## src/rtl/cell_bank_server.sv

```systemverilog
// rtl/cell_bank_server.sv - double-buffered cell bank responder for the generation engine
// Optional build macro: POP_COUNT_EN (adds the population output and live-write accumulator)
module cell_bank_server #(
   parameter int P_PARAM_M = 5,
   parameter int P_PARAM_N = 5,
   parameter int WIDTH     = 12
) (
   input  logic               clk,
   input  logic               rst_n,
   input  logic               evo_start,
   input  logic               evo_done,
   input  logic               rden,
   input  logic [2*WIDTH-1:0] round_read_pos,
   output logic               prev_status,
   input  logic               wden,
   input  logic [2*WIDTH-1:0] round_write_pos,
   input  logic               live,
   input  logic               load_en,
   input  logic [2*WIDTH-1:0] load_pos,
   input  logic               load_data,
   input  logic               clear_req,
   input  logic [2*WIDTH-1:0] disp_pos,
   output logic               disp_status,
   output logic               busy,
   output logic               bank_sel,
`ifdef POP_COUNT_EN
   output logic [2*WIDTH-1:0] population,
`endif
   output logic [15:0]        gen_count
);

   localparam int N_CELLS = P_PARAM_M * P_PARAM_N;
   localparam int AW      = (N_CELLS > 1) ? $clog2(N_CELLS) : 1;
   localparam logic [2*WIDTH-1:0] N_CELLS_P = (2*WIDTH)'(N_CELLS);
   localparam logic [AW-1:0]      LAST_CELL = AW'(N_CELLS - 1);

   typedef enum logic [1:0] {S_CLEAR, S_IDLE, S_EVOLVING, S_SWAP} state_t;

   state_t             state_q;
   logic [AW-1:0]      clr_cnt_q;
   logic               bank_sel_q;
   logic [15:0]        gen_count_q;
   logic               busy_q;
   logic               prev_status_q;
   logic               disp_status_q;
   logic [N_CELLS-1:0] bank0_q;
   logic [N_CELLS-1:0] bank1_q;

   logic [N_CELLS-1:0] front_d;
   logic               serving_d;
   logic               rd_ok_d;
   logic               disp_ok_d;
   logic               eng_wr_d;
   logic               ld_wr_d;

   // Front bank selection and access qualification; positions past the grid are never served or written
   assign front_d   = bank_sel_q ? bank1_q : bank0_q;
   assign serving_d = (state_q == S_IDLE) || (state_q == S_EVOLVING);
   assign rd_ok_d   = rden && serving_d && (round_read_pos < N_CELLS_P);
   assign disp_ok_d = (state_q != S_CLEAR) && (disp_pos < N_CELLS_P);
   assign eng_wr_d  = wden && (state_q == S_EVOLVING) && (round_write_pos < N_CELLS_P);
   assign ld_wr_d   = load_en && (state_q == S_IDLE) && (load_pos < N_CELLS_P);

   // Cell storage: sweep-clear both banks in CLEAR, engine writes the back bank, loads write the front bank
   always_ff @(posedge clk) begin
      if (state_q == S_CLEAR) begin
         bank0_q[clr_cnt_q] <= 1'b0;
         bank1_q[clr_cnt_q] <= 1'b0;
      end
      if (eng_wr_d) begin
         if (bank_sel_q) bank0_q[round_write_pos[AW-1:0]] <= live;
         else            bank1_q[round_write_pos[AW-1:0]] <= live;
      end
      if (ld_wr_d) begin
         if (bank_sel_q) bank1_q[load_pos[AW-1:0]] <= load_data;
         else            bank0_q[load_pos[AW-1:0]] <= load_data;
      end
   end

   // Registered read ports; sampling before the bank update gives read-before-write semantics
   always_ff @(posedge clk or negedge rst_n) begin
      if (!rst_n) begin
         prev_status_q <= 1'b0;
         disp_status_q <= 1'b0;
      end else begin
         prev_status_q <= rd_ok_d   ? front_d[round_read_pos[AW-1:0]] : 1'b0;
         disp_status_q <= disp_ok_d ? front_d[disp_pos[AW-1:0]]       : 1'b0;
      end
   end

   // Control FSM: clear sweep, idle, evolving, one-cycle bank swap; busy is registered alongside the state
   always_ff @(posedge clk or negedge rst_n) begin
      if (!rst_n) begin
         state_q     <= S_CLEAR;
         clr_cnt_q   <= '0;
         bank_sel_q  <= 1'b0;
         gen_count_q <= 16'd0;
         busy_q      <= 1'b1;
      end else begin
         case (state_q)
            S_CLEAR: begin
               if (clr_cnt_q == LAST_CELL) begin
                  clr_cnt_q <= '0;
                  state_q   <= S_IDLE;
                  busy_q    <= 1'b0;
               end else begin
                  clr_cnt_q <= clr_cnt_q + 1'b1;
               end
            end
            S_IDLE: begin
               if (clear_req) begin
                  clr_cnt_q <= '0;
                  state_q   <= S_CLEAR;
                  busy_q    <= 1'b1;
               end else if (evo_start) begin
                  state_q <= S_EVOLVING;
               end
            end
            S_EVOLVING: begin
               if (clear_req) begin
                  clr_cnt_q <= '0;
                  state_q   <= S_CLEAR;
                  busy_q    <= 1'b1;
               end else if (evo_done) begin
                  state_q <= S_SWAP;
                  busy_q  <= 1'b1;
               end
            end
            S_SWAP: begin
               bank_sel_q  <= ~bank_sel_q;
               gen_count_q <= gen_count_q + 16'd1;
               state_q     <= S_IDLE;
               busy_q      <= 1'b0;
            end
            default: begin
               clr_cnt_q <= '0;
               state_q   <= S_CLEAR;
               busy_q    <= 1'b1;
            end
         endcase
      end
   end

`ifdef POP_COUNT_EN
   logic [2*WIDTH-1:0] pop_acc_q;
   logic [2*WIDTH-1:0] population_q;

   // Live-cell accumulator for the generation in flight, published at the swap
   always_ff @(posedge clk or negedge rst_n) begin
      if (!rst_n) begin
         pop_acc_q    <= '0;
         population_q <= '0;
      end else begin
         case (state_q)
            S_CLEAR:    population_q <= '0;
            S_IDLE:     if (!clear_req && evo_start) pop_acc_q <= '0;
            S_EVOLVING: if (eng_wr_d && live) pop_acc_q <= pop_acc_q + 1'b1;
            S_SWAP:     population_q <= pop_acc_q;
            default:    population_q <= '0;
         endcase
      end
   end

   assign population = population_q;
`endif

   assign prev_status = prev_status_q;
   assign disp_status = disp_status_q;
   assign busy        = busy_q;
   assign bank_sel    = bank_sel_q;
   assign gen_count   = gen_count_q;

endmodule

```

## config.mk

```make
export PLATFORM = sky130hd
export DESIGN_NAME = cell_bank_server
export DESIGN_NICKNAME = d
export VERILOG_FILES = /design/src/rtl/cell_bank_server.sv
export SDC_FILE = /design/constraint.sdc
export NUM_CORES = 1
export LEC_CHECK = 0
export ABC_AREA = 1
export BUFFER_PORTS_ARGS = -buffer_cell sky130_fd_sc_hd__clkbuf_2
export CAP_MARGIN = 25
export CORE_MARGIN = 5
export CORE_UTILIZATION = 55
export CTS_CLUSTER_SIZE = 24
export DETAILED_ROUTE_END_ITERATION = 8
export PLACE_DENSITY = 0.8
export SLEW_MARGIN = 20
export SYNTH_ARGS = -nofsm -noshare
export SYNTH_HDL_FRONTEND = slang
export SYNTH_SLANG_ARGS = --single-unit
```

## constraint.sdc

```tcl
create_clock -name clk -period 2.65 [get_ports clk]
set_clock_uncertainty 0.15 [all_clocks]
set_input_delay 0.53 -clock clk [delete_from_list [all_inputs] [get_ports clk]]
set_output_delay 0.53 -clock clk [all_outputs]
set_load 0.01 [all_outputs]
```

### After elaboration in Yosys (flattened, before gate mapping)

Cells that the tools add are included.

* register bits: 77
* input bits: 106
* output and inout port bits: 20
* word-level logic and storage cells: 95

* add/sub/neg operators: 2
* $lt $le $gt $ge: 12
* equality and inequality tests: 9
* muxes and demuxes: 41
* bitwise operators: 4
* reductions and logical operators: 18

Operators by type and width (number)
* 2-to-1 mux 25 bit: 11
* bitwise mux 25 bit: 4
* < comparator 24 x 5 -> 1 bit, second input constant: 4
* bitwise AND 25 bit: 2
* < comparator 5 x 6 -> 1 bit, second input constant: 5
* inverter 25 bit: 1
* adder 16 x 1 -> 16 bit, second input constant: 1
* demux 1 bit (select 5 bit): 3
* >= comparator 5 x 1 -> 1 bit, second input constant: 3
* 2-to-1 mux 1 bit: 11
* binary-select mux 1 bit (select 5 bit): 2
* logical AND 1 bit: 10
* 2-to-1 mux 2 bit: 5
* 2-to-1 mux 5 bit: 2
* case mux 5 bit (2 select lines): 1
* case mux 2 bit (4 select lines): 1
* inequality test 3 bit, second input constant: 2
* AND reduction 3 bit: 2
* adder 5 x 1 -> 5 bit, second input constant: 1
* == test 5 bit, second input constant: 1
* == test 2 bit, second input constant: 2
* inequality test 2 x 1 -> 1 bit, second input constant: 2
* case mux 1 bit (4 select lines): 1
* nonzero test 2 bit: 2
* other kinds (7): 7

### Longest topological paths before layout

Gate-level depths: netlist of the first run.

* word-level depth: 13
* mapped depth: 13
* mapped depth without buffers: 11

### Worst setup path after synthesis of the first run

No wires, ideal clock.

* path kind: reg-to-reg
* from: register state_q[0]
* to: register bank0_q[14]
* setup time: 0.120 ns
* arrival time: 1.551 ns
* required time: 2.380 ns
* slack: 0.829 ns
* cell stages (with the launch flop): 12
* path buffers: 2
* clock period less this slack: 1.821 ns
* cells stage by stage: dfrtp_1 -> inv_1 -> ha_1 -> nand2_1 -> nor2_1 -> nand2_1 -> nor2_4 -> buf_6 -> buf_6 -> nand3_2 -> o211ai_1 -> nand2_1

* word-level cells in the longest chain between the ends: 8
* elaborated cells on any way between the ends: 14
* classes of those cells: eq/ne: 2; mux: 7; reduce/logical: 5

Ends and longest elaborated chain
* start, declared: RTL line 39 `state_t state_q;`
* start signal, assigned: RTL line 94 `state_q <= S_CLEAR;`
* start signal, assigned: RTL line 104 `state_q <= S_IDLE;`
* start signal, assigned: RTL line 113 `state_q <= S_CLEAR;`
* zero test 2 bit: RTL line 66 `if (state_q == S_CLEAR) begin`
* 2-to-1 mux 25 bit: RTL line 66
* bitwise mux 25 bit: RTL line 71 `if (bank_sel_q) bank0_q[round_write_pos[AW-1:0]] <= live;`
* 2-to-1 mux 25 bit: RTL line 71
* 2-to-1 mux 25 bit: RTL line 70 `if (eng_wr_d) begin`
* bitwise mux 25 bit: RTL line 76 `else bank0_q[load_pos[AW-1:0]] <= load_data;`
* 2-to-1 mux 25 bit: RTL line 75 `if (bank_sel_q) bank1_q[load_pos[AW-1:0]] <= load_data;`
* 2-to-1 mux 25 bit *: RTL line 74 `if (ld_wr_d) begin`
* end signal, assigned by index: RTL line 71
* end signal, assigned by index: RTL line 76
* end, declared: RTL line 46 `logic [N_CELLS-1:0] bank0_q;`

Every way passes the cells marked *; elsewhere a longest branch is shown, timed or not.
A chain may end at the register's enable or synchronous reset.

### Worst setup path after layout of the first run

* from: register state_q[0]
* to: register bank1_q[15]

* word-level cells in the longest chain between the ends: 8
* elaborated cells on any way between the ends: 14
* classes of those cells: eq/ne: 2; mux: 7; reduce/logical: 5

Ends and longest elaborated chain
* zero test 2 bit: RTL line 66
* 2-to-1 mux 25 bit: RTL line 66
* bitwise mux 25 bit: RTL line 72 `else bank1_q[round_write_pos[AW-1:0]] <= live;`
* 2-to-1 mux 25 bit: RTL line 71
* 2-to-1 mux 25 bit: RTL line 70
* bitwise mux 25 bit: RTL line 75
* 2-to-1 mux 25 bit: RTL line 75
* 2-to-1 mux 25 bit *: RTL line 74
* end signal, assigned by index: RTL line 72
* end signal, assigned by index: RTL line 75
* end, declared: RTL line 47 `logic [N_CELLS-1:0] bank1_q;`

Marks and branches as above.

==> reports/metrics.cfg, run 1 <==
[synthesis]
syn_area_sq_um=6171
ys.flop_type=dfxtp_1
avgSynthCellArea_sq_um=5.911
synth_top_area_share=0.1906
synth_edf_count=0
ys_async_sr_fraction=0.3506
synth.area.top_cells=nand3_1, nand2_1, dfxtp_1
ys_types=36
yosys.area.top_type=nand3_1
ys_seq_area_frac=0.2719
syn_nets=1159
ys_warn_count=0
synthCells=1044
yosys_register_bits=77

[floorplan]
die_w_microns=115.9
start_util=0.5643
die_height_microns=115.9
ios=126
die_area_sq_um=13440
coreArea_sq_um=10940
num_rows=38

[route]
post_drt_wl_per_cell_microns=14.81
drt_iter0_drc=873
vias_per_cell=5.676
antenna_left=0
drtPass1Iterations=8
drc=0
routed_wl_microns=18970
vias=7271

[power]
p_leak_nw=3.462
p_per_area_nw_per_um2=581.1
fin_total_pwr_mw=4.167
irDropWorstVdd_v=0.0003756

[critical_path]
crit_path_end_kind=flop
critPathLaunchType=flop
worstPathRequired_ns=2.73
r2r_slack_ns=0.42
critPathArrivalTime_ns=2.31
crit_path_max_fanout=95
criticalPathCategory=flop to flop

[cts]
postCtsSetupRepairBufs=0
clockBufferDepth=2
clock_sinks=77
cts_tree=yes
cts_buffers=9
clock_latency_ns=0.35
h-tree-depth=3
cts_resized=0
cts_root_buf=clkbuf_16
clk_pin_slew_worst_paths_ns=0.07
postCtsHoldBufs=0

[sta]
hold_viol=0
rsz0062_at_grt=false
relSlewSlack=0.2620
fmaxAchievable_mhz=449.4
period_needed_ns=2.225
setup_viol=0
tightest_slew_ns=1.107
period_share=0.8397
tns_ns=0
drv_slew=0

[final_layout]
area_growth_pct=16.20
nets=1251
layout.cells.most_common=nand2_1
layout-drive-gt1-share=0.1481
mostFrequentLayoutCells=nand2_1, nand3_1, nor2_1
diodes=0

[job]
maxCapViolCount=0

[global_route]
grt-ovfl-total=0
grt.total_usage=0.2848
antenna_found_initial=0
grt_pass1_vias=6518
grt_max_degree=96
grt_pass1_wl_microns=30770

[placement]
dpl.hpwl_microns=13730
io_buffers=125
gp_congestion=0.9040

[min_path]
hold_path.class=input pin to asynchronous set/reset pin

[outcome]
status=completed

final cells by class:
cell class                      count  area [sq um]
Clock inverter                      7         105.1
Timing Repair Buffer              136         770.7
Fill cell                        1060          3765
Inverter                          108         405.4
Clock buffer                        9         225.2
Sequential cell                    77          1679
Tap cell                          140         175.2
Multi-Input combinational cell    804          3810
cells in the mapped netlist, drive strengths merged (3+ instances only):
library cell and count:
ha 9, nand4 51, clkbuf 18, inv 108, nor3 16, o22ai 3
o21ai 15, xnor2 7, buf 37, xor2 12, nor2 129, nand2 294
dfxtp 50, nand3b 3, nor4 5, dfrtp 26, nand3 238, a21oi 4
o211ai 5
registers in the layout, indices dropped and copies added (netlist names):
register / flops
prev_status: 1
gen_count: 16
busy: 1
bank_sel: 1
state_q: 2
disp_status: 1
bank0_q: 25
clr_cnt_q: 5
bank1_q: 25
layer usage:
metal / GRT usage / vias up / routed length, microns
met1: 0.3835 / 3200 / 7757
li1: - / 3613 / -
met2: 0.4538 / 421 / 8497
met5: 0 / - / 0
met4: 0.1090 / 0 / 401
met3: 0.05326 / 37 / 2314
kinds of logic after synthesis:
kind of cell | count (synthesis) | synth area share
adder cells (fa/ha/maj) | 9 | 0.01825
AND/OR/NAND/NOR | 742 | 0.5359
buffers and inverters | 163 | 0.1127
AO/OA/AOI/OAI | 32 | 0.03062
XOR/XNOR | 19 | 0.02697
flip-flops | 77 | 0.2719
multiplexers | 2 | 0.003649
path summary, 6_finish.rpt:
path	startpoint	endpoint	depth (start not counted)
worst max-delay path	state_q[0]$_DFFE_PN0P_	bank1_q[15]$_DFF_P_	10
worst min-delay path	rst_n	gen_count[4]$_DFFE_PN0N_	1
worst max register to register	state_q[0]$_DFFE_PN0P_	bank1_q[15]$_DFF_P_	10
worst min register to register	gen_count[15]$_DFFE_PN0N_	gen_count[15]$_DFFE_PN0N_	1
max in group asynchronous	rst_n	bank_sel$_DFFE_PN0N_	1
min in group clk	round_read_pos[4]	prev_status$_DFF_PN0_	3
worst max-delay path: stages, from the launching register on:
cell	delay (ns)
dfrtp_1	0.41
inv_1	0.09
ha_1	0.25
nand2_1	0.10
nor2_1	0.11
nand2_1	0.09
nor2_4	0.13
buf_12	0.30
nand3_1	0.15
o21ai_0	0.18
a21oi_1	0.09
stage by stage:
step / util / cells / instance area, sq um / setup slack [ns] / hold slack (ns)
2_1_floorplan: - / 1044 / 6171 / 0.8289 / 0.08441
3_3_place_gp: 0.6255 / 1265 / 6840 / 0.5044 / 0.3108
3_5_place_dp: 0.6255 / 1265 / 6840 / 0.4563 / 0.3250
4_1_cts: 0.6557 / 1281 / 7171 / 0.4305 / 0.07256
5_1_grt: 0.6557 / 1281 / 7171 / 0.2163 / 0.1320
6_report: 0.6557 / 1281 / 7171 / 0.4248 / 0.05549
report_power, final:
| part | switching, mW | total [mW] | internal (mW) |
|---|---|---|---|
| Sequential | 0.129 | 1.38 | 1.25 |
| Combinational | 0.988 | 1.40 | 0.417 |
| Clock | 0.545 | 1.39 | 0.842 |
| Total | 1.66 | 4.17 | 2.51 |
Note: power is estimated with default switching activity, not from simulation.
==> inputs of run 2 (changes only) <==
- ABC_AREA: 1 -> 0
- PLACE_DENSITY: 0.8 -> 0.81
- clock period: 2.65 -> 2.2 ns (I/O delays scaled with it)
==> run 2 against run 1 <==
Cell area rose by 18%. Flip-flop and latch count is the same. Core utilization rose by 16 points. Cell count down 23%. Die area down 5.0%. The run now ends with negative setup slack left. Clock power fell by 12%. Largest power group unchanged. Sequential share of layout area down 3.5 points. Clock-buffer cell count is 3 higher. First-iteration DRC count is 29% higher. Sequential power rose by 40%. Critical endpoint is now bank1_q[21]$_DFF_P_.
==> reports/metrics.cfg, run 2 <==
[synthesis]
synth_edf_count=0
synth_common_cells=nand2_1, o21ai_0, dfxtp_1, nor4_1, mux2_2
ys_seq_area_frac=0.2878
synth.area.top_cells=dfxtp_1, dfrtp_1, mux2_2
synth_top_area_share=0.1717
yosys.area.top_type=dfxtp_1
syn_nets=757
avgSynthCellArea_sq_um=9.082
syn_area_sq_um=5831
ys_warn_count=0
yosys_register_bits=77
yosysMostFrequentCell=nand2_1
ys_async_sr_fraction=0.3506
ys_types=61
ys.flop_type=dfxtp_1
synthCells=642

[sta]
fmaxAchievable_mhz=401.2
period_needed_ns=2.493
period_share=1.133
hold_viol=0
tightest_slew_ns=0.7259
rsz0062_at_grt=true
relSlewSlack=0.5160
setup_ws_ns=-0.2926
setup_viol=51
drv_slew=0

[global_route]
grt_pass1_wl_microns=35690
antenna_found_initial=0
grt_max_degree=28
grt_pass1_vias=6641
grt.total_usage=0.3540
grt-ovfl-total=0

[critical_path]
critPathArrivalTime_ns=2.60
critPathLaunchType=flop
crit_path_end_kind=flop
crit_path_max_fanout=8
worstPathRequired_ns=2.31
criticalPathCategory=flop to flop
r2r_start=state_q[0]$_DFFE_PN0P_
crit_path_start=state_q[0]$_DFFE_PN0P_

[final_layout]
nets=956
area_growth_pct=44.94
layout-drive-gt1-share=0.5000
design_area_sq_um=8451
mostFrequentLayoutCells=clkbuf_2, buf_4, nand2_1
diodes=0
layout.cells.non_filler=982
layout.cells.most_common=clkbuf_2
final_core_util=0.8186

[cts]
clk_pin_slew_worst_paths_ns=0.09
clockBufferDepth=2
cts_tree=yes
cts_buffers=9
cts_root_buf=clkbuf_8
h-tree-depth=3
clock_sinks=77
clock_latency_ns=0.37

[power]
p_per_area_nw_per_um2=676.3
irDropWorstVdd_v=0.0005552
fin_total_pwr_mw=5.715
p_leak_nw=3.553

[floorplan]
die_area_sq_um=12760
die_w_microns=113.0
coreArea_sq_um=10320
die_height_microns=113.0
num_rows=37
start_util=0.5648
ios=126

[min_path]
hold_path.class=input pin to flop
hp-start=round_read_pos[9]

[route]
antenna_left=0
drt_iter0_drc=1127
vias_per_cell=6.956
drtPass1Iterations=6
drc=0
post_drt_wl_per_cell_microns=24.52
vias=6831
routed_wl_microns=24080

[placement]
io_buffers=125
placed_area_sq_um=7386
dpl_worst_slack_ns=-0.3279
gp_congestion=0.9781
dpl.hpwl_microns=16740
dp.cells=954

[outcome]
status=finished with violations
violations=negative setup slack

[job]
maxCapViolCount=0

==> run 2: changes by cell type in the layout (fill, tap and decap cells not counted), sizes merged, moves of 37 or more <==
cell	before	now
buf	11	110
nand4	51	14
nor2	129	22
nor4	5	59
mux2	2	50
inv	112	11
nand3	238	28
nand2	294	67
==> run 2: metrics by stage <==
step           setup TNS, ns  hold slack, ns
2_1_floorplan         -1.033       -0.005591
3_3_place_gp          -10.59          0.3131
3_5_place_dp          -12.11          0.3283
4_1_cts               -3.789          0.1957
5_1_grt               -11.35          0.2132
6_report              -7.030          0.1903
==> run 2: what timing repair did <==
item | 4_1_cts | 5_1_grt
resized for setup | 98 | 32
endpoints found under the setup margin | 51 | 53
hold buffers | 1 | 0
pin swaps | 44 | 22
hold endpoints to repair | 26 | 0
gates cloned | 2 | 0
setup buffers | 5 | 5
==> run 2: final timing paths <==
kind,endpoint,slack (ns),depth (start not counted)
min reg2reg,gen_count[15]$_DFFE_PN0N_,0.34,1
max in group asynchronous,bank_sel$_DFFE_PN0N_,0.89,2
max,bank1_q[21]$_DFF_P_,-0.29,10
max reg2reg,bank1_q[21]$_DFF_P_,-0.29,10
min in group asynchronous,gen_count[8]$_DFFE_PN0N_,0.50,2
min,prev_status$_DFF_PN0_,0.19,4
==> run 2: report_power, final <==
part	leakage (nW)	total, mW	switching, mW	internal (mW)
registers	0.768	1.93	0.281	1.64
clock network	0.109	1.23	0.604	0.622
logic	2.68	2.56	1.32	1.25
total	3.55	5.72	2.20	3.52
==> run 2: cell type report <==
class | instances | area [sq um]
clock buffer | 12 | 165.2
clock inverter | 4 | 55.05
timing repair buffer | 236 | 1613
sequential | 77 | 1682
fill | 622 | 1873
tap | 136 | 170.2
multi-input combinational | 505 | 4718
inverter | 12 | 47.55
==> run 2: worst max-delay path, cell delays in order, from the launching register on <==
cell and delay (ns):
dfrtp_1 0.40, inv_2 0.08, ha_4 0.13, nor4b_4 0.28
nand4_1 0.21, buf_6 0.23, buf_16 0.16, buf_12 0.13
nor4_4 0.19, o22ai_1 0.13, mux2_4 0.29
==> run 2: per-layer routing <==
metal | share of wire | up-vias | global-route usage
met5 | 0 | - | 0
met2 | 0.48 | 540 | 0.5774
li1 | - | 2892 | -
met4 | 0.063 | 0 | 0.2059
met1 | 0.34 | 3247 | 0.4315
met3 | 0.12 | 152 | 0.07594
==> run 2: logic make-up after synthesis <==
kind of cell	count (synthesis)	synth area share
and+or+nand+nor	268	0.2680
AOI/OAI and AO/OA	120	0.1320
muxes	92	0.2180
DFF	77	0.2878
buffers and inverters	60	0.05086
xor gates and xnor gates	16	0.02404
adders and majority gates	9	0.01931
